`src/rtl/adder_subtractor_multiprecision.sv`:
```
// Sequential multi-precision adder/subtractor: one CHUNK_WIDTH slice per clock, LS slice first.
// Optional saturation on signed overflow: define ADDER_SUBTRACTOR_MULTIPRECISION_SATURATE_EN.
module adder_subtractor_multiprecision #(
  parameter int TOTAL_WIDTH = 64,
  parameter int CHUNK_WIDTH = 16
) (
  input  logic                   clock,
  input  logic                   reset,
  input  logic                   in_valid,
  output logic                   in_ready,
  input  logic                   add_sub,
  input  logic                   carry_in,
  input  logic [TOTAL_WIDTH-1:0] A,
  input  logic [TOTAL_WIDTH-1:0] B,
  output logic                   out_valid,
  input  logic                   out_ready,
  output logic [TOTAL_WIDTH-1:0] sum,
  output logic                   carry_out,
  output logic                   overflow
);

  localparam int CHUNK_COUNT = TOTAL_WIDTH / CHUNK_WIDTH;
  localparam int CNT_W = (CHUNK_COUNT > 1) ? $clog2(CHUNK_COUNT) : 1;
  localparam logic [CNT_W-1:0] LAST_CNT = CNT_W'(CHUNK_COUNT - 1);

  typedef enum logic [1:0] {
    IDLE = 2'd0,
    CALC = 2'd1,
    DONE = 2'd2
  } state_t;

  state_t                   state_r;
  state_t                   state_next_s;
  logic [CNT_W-1:0]         cnt_r;
  logic                     carry_r;
  logic [TOTAL_WIDTH-1:0]   a_r;
  logic [TOTAL_WIDTH-1:0]   b_r;
  logic [TOTAL_WIDTH-1:0]   sum_r;
  logic                     carry_out_r;
  logic                     overflow_r;
  logic                     in_ready_s;
  logic                     out_valid_s;
  logic                     accept_s;
  logic                     last_s;
  logic [CHUNK_WIDTH:0]     slice_full_s;
  logic [CHUNK_WIDTH-1:0]   slice_sum_s;
  logic                     slice_carry_s;
  logic                     msb_carry_in_s;
  logic                     slice_ovf_s;
  logic [TOTAL_WIDTH-1:0]   sum_shift_s;
  logic [TOTAL_WIDTH-1:0]   sum_final_s;

  // Operands shift right each CALC cycle, so the active slice is always the low CHUNK_WIDTH bits.
  assign slice_full_s   = {1'b0, a_r[CHUNK_WIDTH-1:0]} + {1'b0, b_r[CHUNK_WIDTH-1:0]}
                        + {{CHUNK_WIDTH{1'b0}}, carry_r};
  assign slice_sum_s    = slice_full_s[CHUNK_WIDTH-1:0];
  assign slice_carry_s  = slice_full_s[CHUNK_WIDTH];
  assign msb_carry_in_s = a_r[CHUNK_WIDTH-1] ^ b_r[CHUNK_WIDTH-1] ^ slice_sum_s[CHUNK_WIDTH-1];
  assign slice_ovf_s    = msb_carry_in_s ^ slice_carry_s;
  assign last_s         = (cnt_r == LAST_CNT);
  assign accept_s       = in_valid & (state_r == IDLE);

  // Result slices enter at the top and shift down; after CHUNK_COUNT cycles they are aligned.
  generate
    if (CHUNK_COUNT == 1) begin : g_single
      assign sum_shift_s = slice_sum_s;
    end else begin : g_multi
      assign sum_shift_s = {slice_sum_s, sum_r[TOTAL_WIDTH-1:CHUNK_WIDTH]};
    end
  endgenerate

`ifdef ADDER_SUBTRACTOR_MULTIPRECISION_SATURATE_EN
  localparam logic [TOTAL_WIDTH-1:0] SAT_MAX = {1'b0, {(TOTAL_WIDTH-1){1'b1}}};
  localparam logic [TOTAL_WIDTH-1:0] SAT_MIN = {1'b1, {(TOTAL_WIDTH-1){1'b0}}};

  // Clamp toward the sign of A when the final slice overflows.
  always_comb begin
    sum_final_s = sum_shift_s;
    if (slice_ovf_s) begin
      sum_final_s = a_r[CHUNK_WIDTH-1] ? SAT_MIN : SAT_MAX;
    end else begin
      sum_final_s = sum_shift_s;
    end
  end
`else
  // Wrapped modulo result.
  always_comb begin
    sum_final_s = sum_shift_s;
  end
`endif

  // State register.
  always_ff @(posedge clock or posedge reset) begin
    if (reset) begin
      state_r <= IDLE;
    end else begin
      state_r <= state_next_s;
    end
  end

  // Next-state and handshake decode.
  always_comb begin
    state_next_s = state_r;
    in_ready_s   = 1'b0;
    out_valid_s  = 1'b0;
    case (state_r)
      IDLE: begin
        in_ready_s = 1'b1;
        if (in_valid) begin
          state_next_s = CALC;
        end else begin
          state_next_s = IDLE;
        end
      end
      CALC: begin
        if (last_s) begin
          state_next_s = DONE;
        end else begin
          state_next_s = CALC;
        end
      end
      DONE: begin
        out_valid_s = 1'b1;
        if (out_ready) begin
          state_next_s = IDLE;
        end else begin
          state_next_s = DONE;
        end
      end
      default: begin
        state_next_s = IDLE;
      end
    endcase
  end

  // Operand capture, per-slice arithmetic and result registers.
  always_ff @(posedge clock or posedge reset) begin
    if (reset) begin
      cnt_r       <= '0;
      carry_r     <= 1'b0;
      a_r         <= '0;
      b_r         <= '0;
      sum_r       <= '0;
      carry_out_r <= 1'b0;
      overflow_r  <= 1'b0;
    end else begin
      case (state_r)
        IDLE: begin
          if (accept_s) begin
            // Subtraction runs as A + ~B + ~borrow_in.
            a_r     <= A;
            b_r     <= add_sub ? ~B : B;
            carry_r <= add_sub ? ~carry_in : carry_in;
            cnt_r   <= '0;
          end
        end
        CALC: begin
          a_r     <= a_r >> CHUNK_WIDTH;
          b_r     <= b_r >> CHUNK_WIDTH;
          carry_r <= slice_carry_s;
          if (last_s) begin
            sum_r       <= sum_final_s;
            carry_out_r <= slice_carry_s;
            overflow_r  <= slice_ovf_s;
          end else begin
            sum_r <= sum_shift_s;
            cnt_r <= cnt_r + CNT_W'(1);
          end
        end
        default: begin
          cnt_r <= cnt_r;
        end
      endcase
    end
  end

  assign in_ready  = in_ready_s;
  assign out_valid = out_valid_s;
  assign sum       = sum_r;
  assign carry_out = carry_out_r;
  assign overflow  = overflow_r;

endmodule

```
`config.mk`:
```
export PLATFORM = sky130hd
export DESIGN_NAME = adder_subtractor_multiprecision
export DESIGN_NICKNAME = d
export VERILOG_FILES = /design/src/rtl/adder_subtractor_multiprecision.sv
export SDC_FILE = /design/constraint.sdc
export NUM_CORES = 1
export LEC_CHECK = 0
export BUFFER_PORTS_ARGS = -buffer_cell sky130_fd_sc_hd__buf_2
export CAP_MARGIN = 20
export CORE_UTILIZATION = 45
export DETAILED_ROUTE_END_ITERATION = 7
export PLACE_DENSITY = 0.79
export SKIP_LAST_GASP = 1
export SLEW_MARGIN = 0
export SYNTH_ARGS = -nofsm -noshare
export SYNTH_HDL_FRONTEND = slang
export SYNTH_SLANG_ARGS = --single-unit
```
`constraint.sdc`:
```
create_clock -name clock -period 12 [get_ports clock]
set_input_delay 1.2 -clock clock [delete_from_list [all_inputs] [get_ports clock]]
set_output_delay 1.2 -clock clock [all_outputs]
set_load 0.01 [all_outputs]
```
Word level (Yosys, flattened, before mapping) --
Cells that the tools add are included.
Cells by class: eq/ne operators 5, bitwise operators 6, multiplexer cells 17, reduce and logical (&&, ||, !) cells 5, add/subtract/negate cells 3
Operators with widths (number):
- 64-bit one-hot mux with 2 select lines | 2
- 64-bit two-way mux | 3
- 64-bit inverter | 1
- 16-bit by 16-bit adder with 17-bit output | 1
- 17-bit by 1-bit adder with 17-bit output | 1
- 2-bit two-way mux | 4
- 2-bit one-hot mux with 3 select lines | 1
- 1-bit two-way mux | 5
- 2-bit == test, second input constant | 2
- 2-bit inequality test, second input constant | 2
- 2-bit one-hot mux with 2 select lines | 1
- 2-bit AND reduction | 2
- 3-bit AND reduction | 1
- 1-bit bitwise XOR | 3
- 2-bit by 1-bit adder with 2-bit output, second input constant | 1
- 2-bit by 1-bit == test with 1-bit output, second input constant | 1
- 2-bit logical NOT | 1
- 1-bit one-hot mux with 2 select lines | 1
- 2-bit nonzero test | 1
- 1-bit bitwise AND | 1
- 1-bit inverter | 1
Word-level totals: flip-flop bits (word level) 199, logic and storage cells 44, input bits 134, output and inout bits 68

Depth between registers and ports, before layout --
Gate-level depths: netlist of run 1.
word-level depth 4, gate-level depth with buffers 8, mapped depth without buffers 8

Worst setup path after synthesis of run 1 --
No wires, ideal clock.
path kind register to register, start reg carry_r, end reg sum_r[60] (netlist: sum[60]), stages on the path, launching flop included 9, path buffers 0, setup slack 9484 ps, clock period less this slack 2516 ps, arrival 2382 ps, required time 11866 ps, setup time 134 ps, path through dfrtp_1 > fa_1 > fa_1 > a211oi_1 > nor4_1 > nor3_1 > o21ai_1 > xnor2_1 > o21ai_0
Between the ends: longest elaborated chain between the ends 1
Ends and longest elaborated chain:
- start: declaration | line 35 | logic carry_r;
- start signal: assignment | line 153 | carry_r <= add_sub ? ~carry_in : carry_in;
- start signal: assignment | line 160 | carry_r <= slice_carry_s;
- 17-bit by 1-bit adder with 17-bit output | line 55 | + {{CHUNK_WIDTH{1'b0}}, carry_r};
- end signal: assignment | line 162 | sum_r <= sum_final_s;
- end signal: assignment | line 166 | sum_r <= sum_shift_s;
- end: declaration | line 38 | logic [TOTAL_WIDTH-1:0] sum_r;
No other way between the ends. A chain may end at the register's enable or synchronous reset.

Worst setup path in the final report of run 1 --
start reg carry_r, end reg sum_r[62] (netlist: sum[62])
Same word-level chain as after synthesis.

==> results of run 1 <==
worst max-delay path, delay by kind of cell (launching register included):
family                     cells  cell delay (ps)
adders and majority gates      2              960
AOI/OAI and AO/OA              3              660
and+or+nand+nor                2              540
DFF                            1              420
xor gates and xnor gates       1              180
kinds of logic after synthesis:
family / share of synthesized area
AO/OA/AOI/OAI: 0.144
adder cells (fa/ha/maj): 0.0258
buffers and inverters: 0.0312
flip-flops: 0.535
AND/OR/NAND/NOR: 0.188
multiplexers: 0.00121
XOR/XNOR: 0.0744
flip-flops by register name, summed over array words and instances (netlist names):
| register | count |
|---|---|
| a_r | 64 |
| cnt_r | 2 |
| sum | 64 |
| overflow | 1 |
| state_r | 2 |
| carry_out | 1 |
| carry_r | 1 |
| b_r | 64 |
layout make-up:
type / count / area (µm²)
clock inverters: 14 / 166
clock buffers: 18 / 429
repair buffers: 208 / 1100
fillers: 1779 / 9130
diodes: 1 / 2.50
well taps: 270 / 338
flip-flops and latches: 199 / 4980
multi-input cells: 732 / 4060
inverters: 4 / 22.5
path summary, 6_finish.rpt:
check | cells after the start | to | from | slack (ps)
worst max-delay path | 8 | sum[62] | carry_r | 9110
worst min-delay path | 2 | sum[4] | sum[4] | 470
worst min register to register | 2 | sum[4] | sum[4] | 470
min in group asynchronous | 2 | a_r[37] | reset | 930
max in group asynchronous | 3 | sum[39] | reset | 9580
worst max register to register | 8 | sum[62] | carry_r | 9110
report_power, final:
group          internal (W)  switching (W)  leakage [nW]
sequential          0.00100       0.000224          2.48
combinational      0.000625       0.000937          2.65
clock              0.000314       0.000261         0.291
layout by cell type, fill, tap and decap left out, drive strengths merged, types with 18 or more instances in the layout:
cell / netlist / final
a221o: 48 / 48
clkbuf: 58 / 18
buf: 13 / 208
xnor2: 70 / 70
nand3: 19 / 19
o21ai: 55 / 55
dfrtp: 199 / 199
nor2: 106 / 106
a31oi: 49 / 49
nand2: 308 / 308
per-stage QoR:
| step | power, W | utilization | setup WS (ps) | hold WS, ps |
|---|---|---|---|---|
| 4_1_cts | 0.00335 | 0.546 | 9070 | 476 |
| 3_3_place_gp | 0.00270 | 0.516 | 8820 | 452 |
| 6_report | 0.00336 | 0.549 | 9110 | 472 |
| 2_1_floorplan | 0.00234 | - | 5370 | 469 |
| 3_5_place_dp | 0.00276 | 0.516 | 8800 | 458 |
| 5_1_grt | 0.00363 | 0.549 | 8940 | 491 |
synth_stat cells (2+ instances only):
cell	n	area [µm²]
a211oi_1	2	15.0
a21o_1	6	45.0
a21oi_1	14	70.1
a221o_1	48	480
a31oi_1	49	307
and3_1	2	12.5
buf_1	6	22.5
buf_2	7	35.0
clkbuf_1	58	218
dfrtp_1	199	4980
fa_1	2	40.0
ha_1	16	200
inv_1	4	15.0
nand2_1	306	1150
nand2_2	2	12.5
nand2b_1	2	12.5
nand3_1	19	95.1
nand4_1	2	12.5
nor2_1	106	398
nor3_1	4	20.0
o21ai_0	49	245
o21ai_1	6	30.0
o21bai_1	2	15.0
xnor2_1	70	613
xor2_1	9	78.8
layer usage:
metal | GRT usage | part of all wire
met5 | 0 | 0
met1 | 0.290 | 0.45
met4 | 0.102 | 0.034
met2 | 0.329 | 0.47
met3 | 0.0310 | 0.046
==> run_results.csv, run 1 <==
group,metric,value,unit
outcome,status,"finished, final reports clean",
placement,place.gp.congestion,0.850,
grt,grt_pass1_vias,7201,
sta,max_freq,346,MHz
sta,fin_setup_tns,0,ps
placement,io_buffers,201,
die,die_y,146,µm
critical_path,cpPeakStageDelay,510,ps
clocking,cts_made_buffers,17,
detailed_routing,dr.pass1.iters,5,
pwr,powerDensity,303,nW/µm²
synthesis,synthFlopType,"dfrtp_1",
synthesis,synth_cells,1006,
critical_path,cp-end-kind,"flip-flop",
final_layout,drive_gt1_frac,0.215,
detailed_routing,totalWireLength,21.8,mm
synthesis,synthArstFlopShare,1.00,
die,io_pins,202,
clocking,cts_sinks,199,
grt,grt_antenna_before_repair,1,
final_layout,area_growth_syn_to_layout,19.4,%
clocking,clockBufferDepth,2,
clocking,h-tree-depth,4,
synthesis,syn_area,9300,µm²
min_path,min_path_type,"reg2reg",
sta,worst_pin_slew,1060,ps
detailed_routing,wl_per_cell,15.1,µm
critical_path,worstPathRequired,12310,ps
clocking,clock_latency,430,ps
die,start_util,0.460,
clocking,cts-hold-fix-buffers,0,
final_layout,final_area,11100,µm²
critical_path,crit_fanout,3,
detailed_routing,drc,0,
critical_path,path_class,"reg2reg",
synthesis,yosysWarnings,0,
sta,finalCritPeriodShare,0.241,
run,cap_violations,0,
synthesis,synth_nets,1158,
sta,hold_violations,0,
detailed_routing,routed_via_density,5.22,
sta,drv_slew,0,
detailed_routing,drt_iter0_drc,488,
synthesis,synth_edf_count,0,
sta,finalSetupViolCount,0,
synthesis,synth_seq_cells,199,
critical_path,start_kind,"flip-flop",
sta,worst_clock_skew,7.75,ps
clocking,postCtsSetupBuffers,0,
final_layout,final_nets,1314,
die,dieArea,21300,µm²
clocking,cts.clk_slew.worst_paths,70,ps
pwr,ir_drop,0.312,mV
pwr,p_leak,5.42,nW
clocking,cts_tree,"yes",
critical_path,path_cells,"fa_1 -> fa_1 -> a211oi_1 -> nor4_1 -> nor3_1 -> o21ai_1 -> xnor2_1 -> o21ai_1",
die,rows,52,
placement,dp.cells,1411,
critical_path,critPathSlowestCell,"fa_1",
sta,relSlewSlack,0.295,
sta,rsz0062_at_grt,"no",
clocking,root_buffer,"clkbuf_16",
placement,place_area,10500,µm²
synthesis,seq_area_frac_synth,0.535,
grt,grt_max_degree,127,
critical_path,cp.arrival,3200,ps
grt,grt_first_pass_wirelength,36.1,mm
clocking,post_cts_resize_count,0,
synthesis,yosysUniqueCellTypes,41,
die,die_w,146,µm
synthesis,syn_avg_cell_area,9.25,µm²
die,coreArea,20200,µm²
detailed_routing,antenna_left,0,
sta,fin_crit,2890,ps
detailed_routing,num_vias,7548,
placement,dp_hpwl,14.9,mm
grt,track_usage,0.211,
grt,globalRouteOverflowTotal,0,
final_layout,fin_cells,1446,
Power figures use the tool's default switching activity.
==> inputs of run 2 (changes only) <==
Settings changed: ABC_AREA set to 1.
Clock period 12 ns to 2.7 ns, I/O delays scaled along.
==> run 2 against run 1 <==
Setup slack worse by 8600 ps; via count up 5.5%; highest routed layer unchanged; power rose to 4.5 times the previous value; critical path depth up 2; critical endpoint is now overflow; synthesized area up 3.6%; clock power rose to 4.4 times the previous value; clock skew up 2.1 ps.
==> run_results.csv, run 2 <==
group,metric,value,unit
outcome,status,"finished, final reports clean",
final_layout,final_common_cell,"nand2_1",
clocking,postCtsSetupBuffers,0,
detailed_routing,dr.pass1.iters,5,
grt,grt_antenna_before_repair,1,
synthesis,synth_edf_count,0,
final_layout,fin_cells,1531,
synthesis,synth_cells,1075,
placement,io_buffers,201,
pwr,comb_power_share,0.488,
grt,globalRouteOverflowTotal,0,
detailed_routing,drc,0,
placement,dp_hpwl,17.1,mm
grt,grt_first_pass_wirelength,39.1,mm
detailed_routing,totalWireLength,24.1,mm
final_layout,final_cell_mix,"329 x nand2_1, 200 x buf_2, 199 x dfrtp_1",
synthesis,seq_area_frac_synth,0.517,
die,start_util,0.458,
die,coreArea,21000,µm²
sta,fin_setup_tns,0,ps
final_layout,final_nets,1394,
critical_path,rr_worst_depth,10,
synthesis,synth_area_leaders,"dfrtp_1 52%, nand2_1 13%, xnor2_1 6.1%, inv_1 4.8%, a221oi_1 3.2%",
critical_path,path_class,"reg2reg",
die,rows,53,
critical_path,cp-end-kind,"flip-flop",
pwr,power_frac_seq,0.346,
synthesis,synth_seq_cells,199,
pwr,p_leak,5.74,nW
min_path,min_path_type,"in2async",
clocking,cts-hold-fix-buffers,0,
detailed_routing,routed_via_density,5.20,
synthesis,synth_most_common_cell,"nand2_1",
clocking,cts.clk_slew.worst_paths,70,ps
clocking,post_cts_resize_count,0,
synthesis,yosysTopAreaCellShare,0.517,
sta,finalSetupViolCount,0,
die,dieArea,22000,µm²
pwr,powerDensity,1330,nW/µm²
detailed_routing,antenna_left,0,
clocking,cts_sinks,199,
clocking,h-tree-depth,4,
grt,grt_pass1_vias,7688,
critical_path,worstReg2RegEnd,"overflow",
synthesis,syn_area,9640,µm²
detailed_routing,num_vias,7965,
pwr,internal_power,0.00844,W
detailed_routing,wl_per_cell,15.7,µm
sta,worst_pin_slew,888,ps
sta,relSlewSlack,0.407,
run,cap_violations,0,
critical_path,start_kind,"flip-flop",
pwr,swShare,0.443,
synthesis,synth_nets,1227,
clocking,cts_made_buffers,17,
placement,dp.cells,1498,
clocking,cts_tree,"yes",
synthesis,synth_common_cells,"329 x nand2_1, 199 x dfrtp_1, 122 x inv_1",
sta,fin_crit,2190,ps
critical_path,cp.arrival,2510,ps
clocking,root_buffer,"clkbuf_16",
synthesis,syn_avg_cell_area,8.97,µm²
placement,place.gp.congestion,0.863,
die,die_w,148,µm
clocking,clockBufferDepth,2,
synthesis,yosys.area.top_type,"dfrtp_1",
grt,grt_max_degree,191,
synthesis,synthFlopType,"dfrtp_1",
detailed_routing,drt_iter0_drc,583,
synthesis,yosysUniqueCellTypes,32,
pwr,p_sw,0.00671,W
critical_path,worstPathRequired,3030,ps
critical_path,r2r_start,"carry_r",
sta,drv_slew,0,
sta,worst_clock_skew,9.82,ps
pwr,ir_drop,1.19,mV
synthesis,yosysWarnings,0,
die,die_y,148,µm
sta,finalCritPeriodShare,0.809,
final_layout,drive_gt1_frac,0.213,
synthesis,synthArstFlopShare,1.00,
critical_path,reg2reg_slack,510,ps
die,io_pins,202,
critical_path,crit_fanout,5,
sta,max_freq,458,MHz
final_layout,area_growth_syn_to_layout,18.5,%
clocking,clock_latency,430,ps
pwr,pwr-share-clk,0.166,
grt,track_usage,0.227,
sta,hold_violations,0,
sta,rsz0062_at_grt,"no",
## run 2: changes by cell type in the layout (fill, tap and decap cells not counted), sizes merged, moves of 25 or more
cell    before  now
nor3         4   50
o211ai       0   31
a31oi       49    0
a221o       48    0
nor2       106   18
inv         10  130
o21ai       55   30
a221oi       0   48
## run 2: through the flow
stage / area, µm² / total power [W] / utilization / worst slack [ps] / hold WS (ps)
global placement: 10800 / 0.0124 / 0.516 / 547 / 448
finish: 11400 / 0.0151 / 0.543 / 515 / 13.6
detailed placement: 10800 / 0.0127 / 0.516 / 537 / 453
floorplan: 9640 / 0.0107 / - / -144 / 365
global route: 11400 / 0.0164 / 0.543 / 349 / 16.4
CTS: 11400 / 0.0152 / 0.543 / 523 / 1.08
## run 2: how the worst max path moves through the flow
stage,from,to,cells past startpoint
2_1_floorplan,reset,a_r[0],1
5_1_grt,carry_r,overflow,10
3_3_place_gp,carry_r,overflow,10
6_report,carry_r,overflow,10
4_1_cts,carry_r,overflow,10
3_5_place_dp,carry_r,sum[56],8
## run 2: logic make-up after synthesis
family,share of synthesized area
compound gates,0.130
xor+xnor,0.0609
fa+ha+maj,0.0249
buf+inv,0.0819
flops,0.517
simple gates,0.186
## run 2: power by group through the flow
stage | clock network, W | registers, W | logic [W]
floorplan | 0 | 0.00526 | 0.00540
global placement | 0 | 0.00523 | 0.00716
detailed placement | 0 | 0.00529 | 0.00737
CTS | 0.00256 | 0.00524 | 0.00741
global route | 0.00268 | 0.00539 | 0.00836
finish | 0.00252 | 0.00523 | 0.00739
## run 2: final cells by class
cell class / instances / area, µm²
Antenna cell: 1 / 2.50
Clock buffer: 17 / 425
Clock inverter: 15 / 159
Fill cell: 1882 / 9600
Inverter: 124 / 470
Multi-Input combinational cell: 686 / 3870
Sequential cell: 199 / 4980
Tap cell: 275 / 344
Timing Repair Buffer: 214 / 1170
## run 2: worst max-delay path, stage by stage (launching register included)
cell	delay, ps
dfrtp_1	400
fa_1	460
fa_1	400
nand2_1	110
nand2_1	90
nand3_1	80
nand2_1	110
a21oi_1	240
nand2_1	80
nand3_1	70
nand2_1	40
## run 2: layer usage
layer  global-route usage  wire (µm)  vias up
li1                     -          -     3878
met1                0.293      10300     3736
met3               0.0451       1450       46
met4               0.0923        735        0
met2                0.373      11600      305
met5                    0          0        -
